$ cat src/rtl/pkg_ring.sv
// Shared package for the ring FIFO: default payload width/depth and the
// default-width payload type.
package pkg_ring;

  localparam int DATA_W    = 10;
  localparam int DEPTH_DEF = 8;

  typedef logic [DATA_W-1:0] data_t;

endpackage

$ cat src/rtl/pkg_ring_mem.sv
// Storage array for the ring FIFO: one registered write port and one
// combinational read port.
module pkg_ring_mem #(
  parameter  int WIDTH  = 10,
  parameter  int DEPTH  = 8,
  localparam int ADDR_W = (DEPTH > 1) ? $clog2(DEPTH) : 1
) (
  input  logic              clk,
  input  logic              we,
  input  logic [ADDR_W-1:0] waddr,
  input  logic [WIDTH-1:0]  wdata,
  input  logic [ADDR_W-1:0] raddr,
  output logic [WIDTH-1:0]  rdata
);

  logic [WIDTH-1:0] mem_reg [DEPTH];

  // Contents are deliberately not reset; the FIFO gates reads via its flags.
  always_ff @(posedge clk) begin
    if (we) begin
      mem_reg[waddr] <= wdata;
    end
  end

  assign rdata = mem_reg[raddr];

endmodule

$ cat src/rtl/pkg_ring_fifo.sv
// Single-clock valid/ready ring-buffer FIFO with wrap-bit pointers.
// Optional occupancy outputs (level, almost_full) under PKG_RING_FIFO_LEVEL_EN.
module pkg_ring_fifo import pkg_ring::*; #(
  parameter int WIDTH = DATA_W,
  parameter int DEPTH = DEPTH_DEF
) (
  input  logic                     clk,
  input  logic                     rst_n,
  input  logic                     in_valid,
  output logic                     in_ready,
  input  logic [WIDTH-1:0]         in_data,
  output logic                     out_valid,
  input  logic                     out_ready,
  output logic [WIDTH-1:0]         out_data,
  output logic                     full,
  output logic                     empty,
  output logic                     overflow
`ifdef PKG_RING_FIFO_LEVEL_EN
  ,
  output logic [$clog2(DEPTH):0]   level,
  output logic                     almost_full
`endif
);

  localparam int ADDR_W = $clog2(DEPTH);
  localparam int PTR_W  = ADDR_W + 1;

  typedef logic [PTR_W-1:0] ptr_t;

  localparam ptr_t PTR_ONE = ptr_t'(1);

  if (WIDTH < 1 || DEPTH < 2 || (DEPTH & (DEPTH - 1)) != 0) begin : g_bad_param
    $error("pkg_ring_fifo: WIDTH must be >= 1 and DEPTH a power of two >= 2");
  end

  ptr_t wr_ptr_reg, wr_ptr_next;
  ptr_t rd_ptr_reg, rd_ptr_next;
  logic overflow_reg, overflow_next;
  logic push, pop;
  logic [WIDTH-1:0] rdata;

  // Same low bits with differing wrap bits means the writer lapped the reader.
  assign empty = (wr_ptr_reg == rd_ptr_reg);
  assign full  = (wr_ptr_reg[ADDR_W-1:0] == rd_ptr_reg[ADDR_W-1:0]) &&
                 (wr_ptr_reg[ADDR_W] != rd_ptr_reg[ADDR_W]);

  assign in_ready  = ~full;
  assign out_valid = ~empty;
  assign overflow  = overflow_reg;

  assign push = in_valid & in_ready;
  assign pop  = out_valid & out_ready;

  always_comb begin
    wr_ptr_next   = wr_ptr_reg;
    rd_ptr_next   = rd_ptr_reg;
    overflow_next = overflow_reg | (in_valid & full);
    if (push) wr_ptr_next = wr_ptr_reg + PTR_ONE;
    if (pop)  rd_ptr_next = rd_ptr_reg + PTR_ONE;
  end

  always_ff @(posedge clk) begin
    if (!rst_n) begin
      wr_ptr_reg   <= '0;
      rd_ptr_reg   <= '0;
      overflow_reg <= 1'b0;
    end else begin
      wr_ptr_reg   <= wr_ptr_next;
      rd_ptr_reg   <= rd_ptr_next;
      overflow_reg <= overflow_next;
    end
  end

  pkg_ring_mem #(
    .WIDTH (WIDTH),
    .DEPTH (DEPTH)
  ) u_mem (
    .clk   (clk),
    .we    (push),
    .waddr (wr_ptr_reg[ADDR_W-1:0]),
    .wdata (in_data),
    .raddr (rd_ptr_reg[ADDR_W-1:0]),
    .rdata (rdata)
  );

  assign out_data = empty ? '0 : rdata;

`ifdef PKG_RING_FIFO_LEVEL_EN
  localparam ptr_t AF_LEVEL = ptr_t'(DEPTH - 1);

  ptr_t level_reg, level_next;

  always_comb begin
    level_next = level_reg;
    case ({push, pop})
      2'b10:   level_next = level_reg + PTR_ONE;
      2'b01:   level_next = level_reg - PTR_ONE;
      default: level_next = level_reg;
    endcase
  end

  always_ff @(posedge clk) begin
    if (!rst_n) begin
      level_reg <= '0;
    end else begin
      level_reg <= level_next;
    end
  end

  assign level       = level_reg;
  assign almost_full = (level_reg >= AF_LEVEL);

  // The counter is redundant with the pointer distance; they must never drift.
  a_level_tracks_ptrs : assert property (
    @(posedge clk) disable iff (!rst_n) level_reg == ptr_t'(wr_ptr_reg - rd_ptr_reg)
  );
`endif

endmodule

$ cat config.mk
export PLATFORM = sky130hd
export DESIGN_NAME = pkg_ring_fifo
export DESIGN_NICKNAME = d
export VERILOG_FILES = /design/src/rtl/pkg_ring.sv /design/src/rtl/pkg_ring_mem.sv /design/src/rtl/pkg_ring_fifo.sv
export SDC_FILE = /design/constraint.sdc
export NUM_CORES = 1
export LEC_CHECK = 0
export CORE_MARGIN = 1
export CORE_UTILIZATION = 52
export CTS_CLUSTER_SIZE = 10
export DETAILED_ROUTE_END_ITERATION = 16
export PLACE_DENSITY = 0.83
export SETUP_SLACK_MARGIN = 0.5
export SLEW_MARGIN = 20
export SYNTH_ARGS = -nofsm -noshare
export SYNTH_HDL_FRONTEND = slang
export SYNTH_HIERARCHICAL = 1
export SYNTH_SLANG_ARGS = --single-unit
$ cat constraint.sdc
create_clock -name clk -period 2.1 [get_ports clk]
set_input_delay 0.42 -clock clk [delete_from_list [all_inputs] [get_ports clk]]
set_output_delay 0.42 -clock clk [all_outputs]
set_load 0.005 [all_outputs]
==> results.md, run 1 <==
- For this run, the share of the core covered by cells in the final layout is 0.7471.
- The number of buffers on the longest clock path is 2.
- For this configuration, the core starts out at a cell density of 0.5440.
- In this run, synthesis inferred 80 flip-flops with an integrated enable.
- The share of total power dissipated in combinational logic is 0.247.
- The via density per instance is 5.434.
- The cell type with the largest total area after synthesis is sky130_fd_sc_hd__edfxtp_1.
- The placer's final routability congestion estimate is 0.7384.
- Of all flip-flops after synthesis, the portion carrying an async set or reset was 0.
- TritonCTS built the clock tree.
- In the layout the commonest cells are 80 x sky130_fd_sc_hd__edfxtp_1, 32 x sky130_fd_sc_hd__buf_6, 20 x sky130_fd_sc_hd__mux4_2, 19 x sky130_fd_sc_hd__buf_4, 14 x sky130_fd_sc_hd__clkdlybuf4s50_1.
- The most numerous cell type found on the critical path is sky130_fd_sc_hd__buf_6.
- The floorplan row count is 30.
- The total negative slack is -14.76 ns.
- The final layout contains 305 nets.
- The post-route clock skew is 0.003296 ns.
- The number of clock sinks is 89.
- Synthesis produced a netlist with a net count of 217.
- The later pin in the worst-skew pair is clocked with a latency of 0.35 ns.
- The checks that failed: negative setup slack.
- The synthesized instance count is 201.
- The post-synthesis share of cell area spent on xor and xnor gates is 0.01886.
- Power spread over the standard cell area amounts to 815.2 nW/um2.
- Cell internal power was estimated by the tool at 3.178 mW.
- On the worst path, the slowest cell contributes a delay of 0.49 ns.
- The biggest fanout along the worst timing path is 4.
- The count of buffers inserted at the top-level ports is 28.
- Timing would allow up to 402.9 MHz.
- The core outline area is 6832 um2.
- The worst register-to-register path begins at rd_ptr_reg[0]$_SDFFE_PN0P_.
- A synthesized cell averages 18.49 um2.
- The library cell used most frequently in the layout, excluding fill and tap cells, is sky130_fd_sc_hd__edfxtp_1.
- In the global route stage, overall resource usage came out at 0.2292.
- The number of cells traversed by the worst register-to-register path is 11.
- The worst setup path is captured at an output pin.
- Of the total synthesized cell area, the portion taken by AND, OR, NAND and NOR gates is 0.07104.
- At the pin with the least slew margin, the transition time is 0.2805 ns.
- The run finished, with violations left.
- The max-capacitance violation count is 0.
- In the finished design, the share of the clock period the worst path needs comes to 1.182.
- The number of routed nets with antenna violations is 0.
- The fraction of layout cells with a size suffix above 1 is 0.5017.
- The first TritonRoute pass finished after 4 iterations.
- The total die area is 7488 um2.
- Measured along the y axis, the die boundary spans 86.54 um.
- The summed instance area of the synthesized netlist is 3716 um2.
- The area share of the leading cell type in the synthesized netlist is 0.6465.
- For this design the top-level I/O count stands at 29.
- The top flip-flop cell by instance count after synthesis is sky130_fd_sc_hd__edfxtp_1.
- The clock transition at the registers of the reported paths is 0.08 ns.
- The number of synthesis warnings is 6.
- The floorplan die width is 86.54 um.
- Counting the buffers created by CTS gives 9.
- The clock share of power is 0.269.
- The routed wirelength normalized by instance count is 20.32 um.
- Of the total synthesized cell area, the portion taken by full adders, half adders and majority gates is 0.006734.
- The sequential group share of total power is 0.484.
- For the finished layout, the period the worst path requires is 2.482 ns.
- The critical path goes through buf_12, buf_6, mux4_2, mux2_4, and2_4, buf_6.
- The register with the most flip-flops in the layout has 80 of them.
- The dominant combinational cell family by area after synthesis is multiplexers.
- The number of pins with negative max-slew slack in the final report is 0.
- The number of remaining DRC errors is 0.
- Prior to clock tree synthesis, the placed netlist has a worst setup slack of -0.2163 ns.
- The number of antenna diodes in the final layout is 0.
- Setup repair after global routing could not meet its margin everywhere.
- The count of final hold-check violations is 0.
- The register bit count reported by yosys is 89.
- The post-placement cell count is 348.
- In this run the static leakage power is 1.810 nW.
- The number of vias in the routed layout is 2114.
- In the post-synthesis netlist, the biggest area contributors are sky130_fd_sc_hd__edfxtp_1 65%, sky130_fd_sc_hd__mux4_1 14%, sky130_fd_sc_hd__dfxtp_1 4.8%.
- The worst flop-to-flop path endpoint is u_mem/mem_reg[4][7]$_DFFE_PP_.
- The number of levels the H-tree was split into is 3.
- The final instance count without filler cells is 389.
- The flop-to-flop setup slack is -0.18 ns.
- On the critical path, the stage with the largest delay is an instance of sky130_fd_sc_hd__mux4_2.
- The switching power is 0.9825 mW.
- Compared with the post-synthesis result, the final layout area differs by 37.34%.
- The type of the worst setup path is reg -> out.
- The critical path startpoint category is a register.
- The clock tree root driver cell is sky130_fd_sc_hd__clkbuf_8.
- The final wirelength is 7904 um.
- The data required time of the critical path is 1.68 ns.
- VDD sags by at most 0.5766 mV.
- The number of violations reported at the end of detailed-routing iteration 0 is 98.
- The worst hold path begins at overflow$_SDFF_PN0_.
- Counting instances, the worst hold path has a depth of 2.
- At the worst endpoint, the arrival time is 2.06 ns.
- The share of the Yosys chip area taken by registers is 0.6949.
- The pin count of the biggest net entering global routing is 15.
- The type of the tightest min-delay check is reg -> reg.
- For this run the aggregate overflow at the end of global routing stands at 0.
- Setup violations remaining at the end of the flow were counted as 93.
- The first global-routing pass estimated 11810 um of wire.
- After layout, the worst setup slack is -0.3817 ns.
- Measured against its own limit, the worst slew margin works out to 0.8128.
- The compound-gate portion of the synthesized area is 0.008081.
- In this run, post-CTS hold repair placed 0 buffers.
- Of the total power, the share spent switching nets is 0.2362.
- The number of different library cells used by synthesis comes to 27.
- The path with the worst hold slack has its endpoint at overflow$_SDFF_PN0_.
- Overall power consumption after layout is estimated at 4.160 mW.
- The detailed placement HPWL is 4822 um.
- The proportion of synthesized area in mux cells is 0.1852.
- The number of global-route vias before repair was 2230.
- The initial antenna violation count came to 0.
==> cells in the mapped netlist (all sizes together) (2+ instances only) <==
cell type  instances
a21oi              2
and2              10
buf                4
clkbuf             3
dfxtp              9
edfxtp            80
ha                 2
inv                4
mux2              10
mux2i              5
mux4              20
nand2             14
nand2b             5
nand4              3
nor2              11
nor3               3
xnor2              5
xor2               3
==> worst max path at each step <==
stage	start	end	slack, ns	cells past startpoint
3_3_place_gp	rd_ptr_reg[0]$_SDFFE_PN0P_	out_data[8]	-0.19	5
2_1_floorplan	rd_ptr_reg[0]$_SDFFE_PN0P_	out_data[0]	0.25	4
5_1_grt	rd_ptr_reg[0]$_SDFFE_PN0P_	out_data[8]	-0.43	6
6_report	rd_ptr_reg[0]$_SDFFE_PN0P_	out_data[8]	-0.38	6
4_1_cts	rd_ptr_reg[0]$_SDFFE_PN0P_	out_data[2]	-0.36	6
3_5_place_dp	rd_ptr_reg[0]$_SDFFE_PN0P_	out_data[1]	-0.22	5
==> power groups by stage <==
stage | logic (mW) | registers [mW] | clock network, mW
detailed placement | 0.742 | 2.05 | 0
CTS | 0.980 | 2.01 | 1.14
global route | 1.08 | 2.02 | 1.22
global placement | 0.730 | 2.04 | 0
floorplan | 0.418 | 2.05 | 0
finish | 1.03 | 2.01 | 1.12
==> critical path: cells and delay by family, from the launching register on <==
family | cells | cell delay, ns
multiplexers | 2 | 0.78
buffers and inverters | 3 | 0.35
flip-flops | 1 | 0.43
AND/OR/NAND/NOR | 1 | 0.14
==> per-stage QoR <==
stage / hold WS (ns) / cell area [um2]
floorplan: 0.4604 / 3817
finish: 0.4721 / 5104
CTS: 0.4758 / 5001
global placement: 0.4583 / 4492
detailed placement: 0.4746 / 4492
global route: 0.5016 / 5104
==> routing by layer <==
metal	track usage	vias to the layer above	routed length (um)
met1	0.2775	1070	3055
met5	0	-	0
met3	0.05143	19	305
met4	0.09394	0	213
met2	0.4004	64	4329
li1	-	961	-
==> final cells by class <==
cell class / instances / area (um2)
Clock buffer: 10 / 127.6
Clock inverter: 5 / 56.30
Fill cell: 414 / 1728
Inverter: 4 / 15.01
Multi-Input combinational cell: 101 / 1235
Sequential cell: 89 / 2599
Tap cell: 96 / 120.1
Timing Repair Buffer: 84 / 950.9
==> repair_timing <==
action | 4_1_cts | 5_1_grt
setup endpoints to repair | 96 | 103
resized for setup | 77 | 23
pin swaps | 6 | 2
gates cloned | 2 | 0
setup buffers | 19 | 5
==> logic make-up after synthesis <==
family | after synthesis
XOR/XNOR | 8
AND/OR/NAND/NOR | 51
multiplexers | 35
AO/OA/AOI/OAI | 5
buffers and inverters | 11
adder cells (fa/ha/maj) | 2
flip-flops | 89
No activity file was read; power rests on OpenSTA's default activity.
==> run 2, diff against run 1 <==
CORE_MARGIN = unset   (was 1)
SETUP_SLACK_MARGIN = unset   (was 0.5)
==> run 2 against run 1 <==
Final cell count fell by 3.1%. Global-route usage up 0.41 points. The flow still finishes with violations (negative setup slack). Worst setup slack gained 0.013 ns. Sequential share of layout area rose by 2.0 points. Critical endpoint is now out_data[7]. Register-to-register slack worse by 0.09 ns. Critical path depth is the same. Count of clock-buffer cells in the layout decreased by 1.
==> results.md, run 2 (synthesis results as in run 1) <==
- The flow ran to the end, but the final reports show violations.
- The final reports fail on negative setup slack.
- For hold timing, the worst endpoint is overflow$_SDFF_PN0_.
- Counting instances, the worst hold path has a depth of 2.
- The worst pin sits at a relative slew slack of 0.6358.
- The number of vias in the routed layout is 2106.
- The fraction of layout cells with a size suffix above 1 is 0.4555.
- Before antenna repair, the detailed router went through 4 iterations.
- At the placement stage, the worst setup path has a slack of -0.3028 ns.
- Counting the fill cells in the layout gives 421.
- STA classifies the critical path startpoint as a register.
- Derived from the worst setup path, the maximum achievable clock frequency is 405.0 MHz.
- The worst flop-to-flop path endpoint is u_mem/mem_reg[4][8]$_DFFE_PP_.
- The startpoint of the lowest-slack register-to-register path is rd_ptr_reg[0]$_SDFFE_PN0P_.
- The congestion estimate from routability-driven global placement came to 0.7721.
- The number of violations reported at the end of detailed-routing iteration 0 is 219.
- Across the run, the number of max-cap violations was 0.
- In this run the power density over the cells is 829.7 nW/um2.
- For the worst setup path, the data required time is 1.68 ns.
- The initial antenna violation count is 0.
- The core outline area is 6832 um2.
- The final-stage net count is 292.
- After detailed routing, the average wire length per cell comes to 21.03 um.
- Counting both buffers and inverters, the worst setup path holds a total of 3.
- The post-placement cell count is 349.
- The insertion delay of the later-clocked pin in the worst-skew pair is 0.36 ns.
- The family with the most delay on the worst path is multiplexers.
- Between clock sinks in the finished design, the worst skew comes to 0.01014 ns.
- The count of final hold-check violations is 0.
- The final period demand of the worst path is 2.469 ns.
- Entering global routing, the biggest net connects 18 pins.
- The number of pins with negative max-slew slack in the final report is 0.
- The number of global-route vias before repair is 2143.
- The final number of setup-violating endpoints is 94.
- Traced cell by cell, the critical path runs through buf_12, buf_16, mux4_2, mux2_4, and2_1, buf_2.
- The number of buffers on the longest clock path is 2.
- Data on the critical path arrives at its endpoint at 2.05 ns.
- The initial utilization of the core area, before any placement, comes to 0.5440.
- The number of remaining DRC errors is 0.
- The die covers 7488 um2.
- The TritonCTS clock tree is built.
- The flip-flop count of the largest register after layout is 80.
- The cell with the biggest individual delay on the critical path is sky130_fd_sc_hd__mux4_2.
- For this run the aggregate overflow at the end of global routing stands at 0.
- At the pin with the least slew margin, the transition time is 0.5456 ns.
- Dividing the final minimum period by the clock period gives 1.176.
- In this run the worst path has a maximum fanout of 5.
- The first-pass GRT wire length is 12070 um.
- In this run the number of cells on the critical path is 6.
- Leaving out fill and tap cells, the most frequent cells in the layout are 80 x sky130_fd_sc_hd__edfxtp_1, 32 x sky130_fd_sc_hd__buf_6, 20 x sky130_fd_sc_hd__mux4_2, 14 x sky130_fd_sc_hd__clkdlybuf4s50_1, 13 x sky130_fd_sc_hd__nand2_1.
- The quantity of hold-fixing buffers added after cts is 0.
- The floorplan row count is 30.
- The worst register-to-register path has a depth of 11.
- The number of I/O pins is 29.
- CTS placed an instance of sky130_fd_sc_hd__clkbuf_8 at the clock tree root.
- Across the VDD grid, the largest voltage drop is 0.4499 mV.
- The area growth from synthesis to layout is 31.62%.
- In this run the number of H-tree levels came out at 3.
- The smallest setup slack after layout is -0.3691 ns.
- The final wirelength is 7927 um.
- The via density per instance is 5.586.
- STA classifies the critical path endpoint as an output pin.
- The detailed placement HPWL is 4454 um.
- The number of routed nets with antenna violations is 0.
- The count of buffers inserted at the top-level ports is 28.
- The floorplan step set the die height to 86.54 um.
- The type of the worst setup path is reg -> out.
- The type of the tightest min-delay check is reg -> reg.
- The worst min-delay path startpoint is overflow$_SDFF_PN0_.
- The most common cell after layout, fill and taps aside is sky130_fd_sc_hd__edfxtp_1.
- Setup repair after global routing could not meet its margin everywhere.
- The repair_antennas step left the layout with diodes totalling 0.
- Setup slack on the worst reg-to-reg path comes out at -0.27 ns.
- The standby leakage power is 1.712 nW.
- Clock-pin slew was measured on the worst setup and hold paths at 0.09 ns.
- The finished layout holds 377 standard cells, fillers aside.
- For this run, the slowest stage of the critical path takes 0.50 ns.
- The die is 86.54 um wide.
- The number of clock buffers inserted by TritonCTS is 9.
- Across every metal layer, demand over resource in global routing totals 0.2333.
- The clock net in this run drives a total of 89 sinks.
## run 2: cell count changes in the layout (fill, tap and decap cells not counted), sizes merged
cell,change
buf,-9
bufinv,-1
clkbuf,-3
clkinv,-2
clkinvlp,+1
dlygate4sd2,-2
inv,+4
## run 2: timing repair
action | 4_1_cts | 5_1_grt
setup buffers | 10 | 1
endpoints found under the setup margin | 29 | 95
gates cloned | 3 | 0
gates resized for setup | 132 | 32
pin swaps | 7 | 6
## run 2: how the worst max path moves through the flow
stage / start / end / slack [ns]
floorplan: wr_ptr_reg[0]$_SDFFE_PN0P_ / u_mem/mem_reg[4][0]$_DFFE_PP_ / -0.15
global placement: rd_ptr_reg[0]$_SDFFE_PN0P_ / out_data[8] / -0.27
detailed placement: rd_ptr_reg[0]$_SDFFE_PN0P_ / out_data[2] / -0.30
CTS: rd_ptr_reg[0]$_SDFFE_PN0P_ / out_data[1] / -0.36
global route: rd_ptr_reg[0]$_SDFFE_PN0P_ / out_data[7] / -0.43
finish: rd_ptr_reg[0]$_SDFFE_PN0P_ / out_data[7] / -0.37
## run 2: worst min-delay path, stage by stage (launching register included)
cell and delay, ns:
sky130_fd_sc_hd__dfxtp_1 0.33, sky130_fd_sc_hd__a21oi_1 0.04, sky130_fd_sc_hd__nor2_1 0.08
## run 2: stage by stage
stage | setup TNS [ns] | hold slack (ns) | cell area (um2) | util | power [mW]
6_report | -15.05 | 0.4829 | 4891 | 0.7159 | 4.058
4_1_cts | -15.60 | 0.4935 | 4766 | 0.6976 | 3.953
3_3_place_gp | -2.473 | 0.4500 | 4333 | 0.6342 | 2.642
3_5_place_dp | -2.710 | 0.4725 | 4333 | 0.6342 | 2.661
5_1_grt | -20.89 | 0.5549 | 4891 | 0.7159 | 4.225
2_1_floorplan | -3.017 | 0.4604 | 3716 | - | 2.359
## run 2: routing by layer
layer / global-route usage / share of wire
met1: 0.2999 / 0.39
met2: 0.3788 / 0.53
met3: 0.03143 / 0.049
met4: 0.1485 / 0.034
met5: 0 / 0
## run 2: cell type report
| type | instances | area (um2) | area share |
|---|---|---|---|
| sequential | 89 | 2586 | 0.5288 |
| clock buffer | 9 | 123.9 | 0.02533 |
| inverter | 4 | 15.01 | 0.003070 |
| multi-input combinational | 101 | 1194 | 0.2441 |
| tap | 96 | 120.1 | 0.02456 |
| clock inverter | 7 | 61.31 | 0.01254 |
| timing repair buffer | 71 | 790.8 | 0.1617 |
## run 2: power by group
group          switching [mW]  internal, mW
Sequential             0.0346          1.97
Clock                   0.655         0.457
Combinational           0.348         0.590
Total                    1.04          3.02
==> run 3, diff against run 2 <==
CORE_UTILIZATION = 40   (was 52)
PLACE_DENSITY = 0.68   (was 0.83)
==> run 3 against run 2 <==
The flow finishes with violations (design-rule violations, negative setup slack). Critical path depth unchanged. Register-to-register slack improved by 0.16 ns. Largest cell class unchanged. First-iteration DRC count decreased by 50%. Sequential cell count unchanged. Clock skew increased by 0.0053 ns. Sequential share of layout area increased by 0.19 points. Count of clock-buffer cells in the layout unchanged. Highest routed layer unchanged. Wire length decreased by 6.8%. Fmax increased by 1.7%. Combinational power decreased by 6.9%. Worst setup slack improved by 0.040 ns.
==> results.md, run 3 (synthesis results as in run 1) <==
- Routability-driven placement finished with a final weighted congestion of 0.7695.
- The overall power after layout is 4.221 mW.
- In the final layout, the multi-input gates occupy 1166 um2.
- The total power density per cell area is 866.2 nW/um2.
- The number of clock sinks is 89.
- Final hold analysis gives a worst-case slack of 0.4718 ns.
- Of the available clock period, the critical path in the final layout requires 1.157.
- The routed wirelength normalized by instance count is 18.80 um.
- The flip-flop count of the largest register after layout is 80.
- STA classifies the critical path endpoint as an output pin.
- The number of levels the H-tree was split into is 3.
- The standby leakage power is 1.736 nW.
- The first-pass GRT wire length is 11590 um.
- The sequential cell area is 2586 um2.
- The initial utilization of the core area, before any placement, comes to 0.4200.
- The floorplan die width is 98.39 um.
- Counting the fill cells in the layout gives 703.
- At the later pin of the worst-skew pair, clock insertion delay measures 0.36 ns.
- The number of I/O pins is 29.
- After layout, the minimum clock period comes to 2.429 ns.
- The longest clock path from root to sink contains 2 buffers.
- The via density per instance is 5.112.
- The wire-length estimate of the detail-placed layout is 4674 um.
- Of the total power, combinational logic draws 0.207.
- The total global-route track usage is 0.1661.
- The biggest fanout along the worst timing path is 5.
- The antenna diode count is 0.
- At the end of the flow the core is filled with cells to 0.5508.
- The die covers 9680 um2.
- The library cell appearing most often on the critical path is sky130_fd_sc_hd__buf_6.
- The internal power of the cells totals 3.220 mW.
- Of the total power, the share spent switching nets is 0.2372.
- Traced cell by cell, the critical path runs through buf_8, buf_6, mux4_2, mux2_4, and2_4, buf_6.
- The count of final hold-check violations came to 0.
- From bottom edge to top edge, the die measures 98.39 um.
- The number of violations reported at the end of detailed-routing iteration 0 is 110.
- Summed over all nets, the switching power comes to 1.001 mW.
- The type of the worst setup path is reg -> out.
- Once detail routing completed, the nets flagged for antenna violations numbered 0.
- The number of clock buffers inserted by TritonCTS is 9.
- The number of remaining DRC errors is 1.
- The quantity of hold-fixing buffers added after cts is 0.
- The number of vias in the routed layout is 2009.
- The min-delay analysis places its worst path in the category reg -> reg.
- The cell with the biggest individual delay on the critical path is sky130_fd_sc_hd__mux4_2.
- Setup repair after global routing could not meet its margin everywhere.
- The highest clock rate is 411.7 MHz.
- The pin count of the biggest net entering global routing is 18.
- For the worst setup path, the data required time is 1.68 ns.
- Clock-pin slew was measured on the worst setup and hold paths at 0.09 ns.
- For this run the aggregate overflow at the end of global routing stands at 0.
- The sequential group share of total power is 0.474.
- The number of iterations in the first detailed-routing pass is 10.
- In the layout the commonest cells are 80 x sky130_fd_sc_hd__edfxtp_1, 28 x sky130_fd_sc_hd__buf_4, 23 x sky130_fd_sc_hd__buf_6, 17 x sky130_fd_sc_hd__clkdlybuf4s50_1, 17 x sky130_fd_sc_hd__mux4_2.
- The number of pins with negative max-slew slack in the final report is 0.
- The clock tree root driver cell is sky130_fd_sc_hd__clkbuf_8.
- The headroom to the max-slew limit is 0.7556.
- The core outline area is 8848 um2.
- The run finished, with violations left.
- The count of buffers inserted at the top-level ports is 28.
- Across the VDD grid, the largest voltage drop is 0.4930 mV.
- The clock share of power is 0.320.
- On the worst path, the slowest cell contributes a delay of 0.48 ns.
- The checks that failed: design-rule violations, negative setup slack.
- TritonCTS built the clock tree.
- The smallest setup slack after layout is -0.3290 ns.
- The area growth from synthesis to layout is 31.14%.
- The tool flagged a number of max-cap violations equal to 0.
- The most common cell after layout, fill and taps aside is sky130_fd_sc_hd__edfxtp_1.
- Setup violations remaining at the end of the flow were counted as 84.
- The critical path startpoint category is a register.
- The arrival time at the worst endpoint is 2.01 ns.
- The pre-CTS setup slack is -0.3517 ns.
- The number of global-route vias before repair was 2116.
- The post-route clock skew is 0.01542 ns.
- The final layout contains routed wiring with a total length of 7387 um.
- The final-stage net count is 296.
- The fraction of layout cells with a size suffix above 1 is 0.4351.
- The initial antenna violation count is 0.
- The pin slew with the least headroom to its limit is 0.3638 ns.
- After floorplanning, the core was divided into 34 placement rows.
-- run 3: cell types whose count changed in the layout (fill, tap and decap cells not counted), moves of 3 or more --
cell,previous run,this run
sky130_fd_sc_hd__buf_6,32,23
sky130_fd_sc_hd__mux4_2,20,17
sky130_fd_sc_hd__clkdlybuf4s50_1,14,17
sky130_fd_sc_hd__buf_2,4,1
sky130_fd_sc_hd__mux4_1,0,3
sky130_fd_sc_hd__buf_4,12,28
-- run 3: area by class of cell --
cell class	instances	share of cell area
flip-flops and latches	89	0.5307
clock buffers	9	0.02542
repair buffers	75	0.1517
inverters	4	0.003081
clock inverters	7	0.02208
well taps	108	0.02773
multi-input cells	101	0.2393
-- run 3: per-stage QoR --
stage / cells / area [um2] / setup TNS, ns
detailed placement: 365 / 4365 / -3.083
finish: 393 / 4873 / -6.593
CTS: 396 / 4833 / -5.742
floorplan: 201 / 3716 / -3.017
global route: 393 / 4873 / -12.59
global placement: 365 / 4365 / -2.939
-- run 3: routing by layer --
layer | global-route usage | share of wire | vias to the layer above | wire length (um)
met5 | 0 | 0 | - | 0
li1 | - | - | 948 | -
met2 | 0.2763 | 0.51 | 35 | 3786
met4 | 0.07233 | 0.017 | 0 | 127
met3 | 0.03579 | 0.028 | 9 | 205
met1 | 0.2109 | 0.44 | 1017 | 3268
-- run 3: final timing paths --
kind                                            startpoint  slack [ns]                             to  cells after the start
worst max-delay path            rd_ptr_reg[0]$_SDFFE_PN0P_       -0.33                    out_data[2]                      6
worst min-delay path                   overflow$_SDFF_PN0_        0.47            overflow$_SDFF_PN0_                      2
worst max register to register  rd_ptr_reg[0]$_SDFFE_PN0P_       -0.11  u_mem/mem_reg[4][7]$_DFFE_PP_                     10
worst min register to register         overflow$_SDFF_PN0_        0.47            overflow$_SDFF_PN0_                      2
-- run 3: critical path, delay by kind of cell (launching register included) --
family,cells,cell delay [ns]
and+or+nand+nor,1,0.14
DFF,1,0.40
buffers and inverters,3,0.36
muxes,2,0.76
-- run 3: power groups by stage --
stage	Sequential, mW	Combinational (mW)	Clock, mW
floorplan	2.04	0.323	0
global placement	2.03	0.633	0
detailed placement	2.03	0.641	0
CTS	2.00	0.872	1.38
global route	2.00	0.931	1.45
finish	2.00	0.873	1.35
-- run 3: what timing repair did --
action                     in CTS  in global routing
gates cloned                    2                  0
setup buffers                  13                  0
hold endpoints to repair        0                  0
resized for setup             100                 29
pin swaps                       2                  1
setup endpoints to repair      15                 94
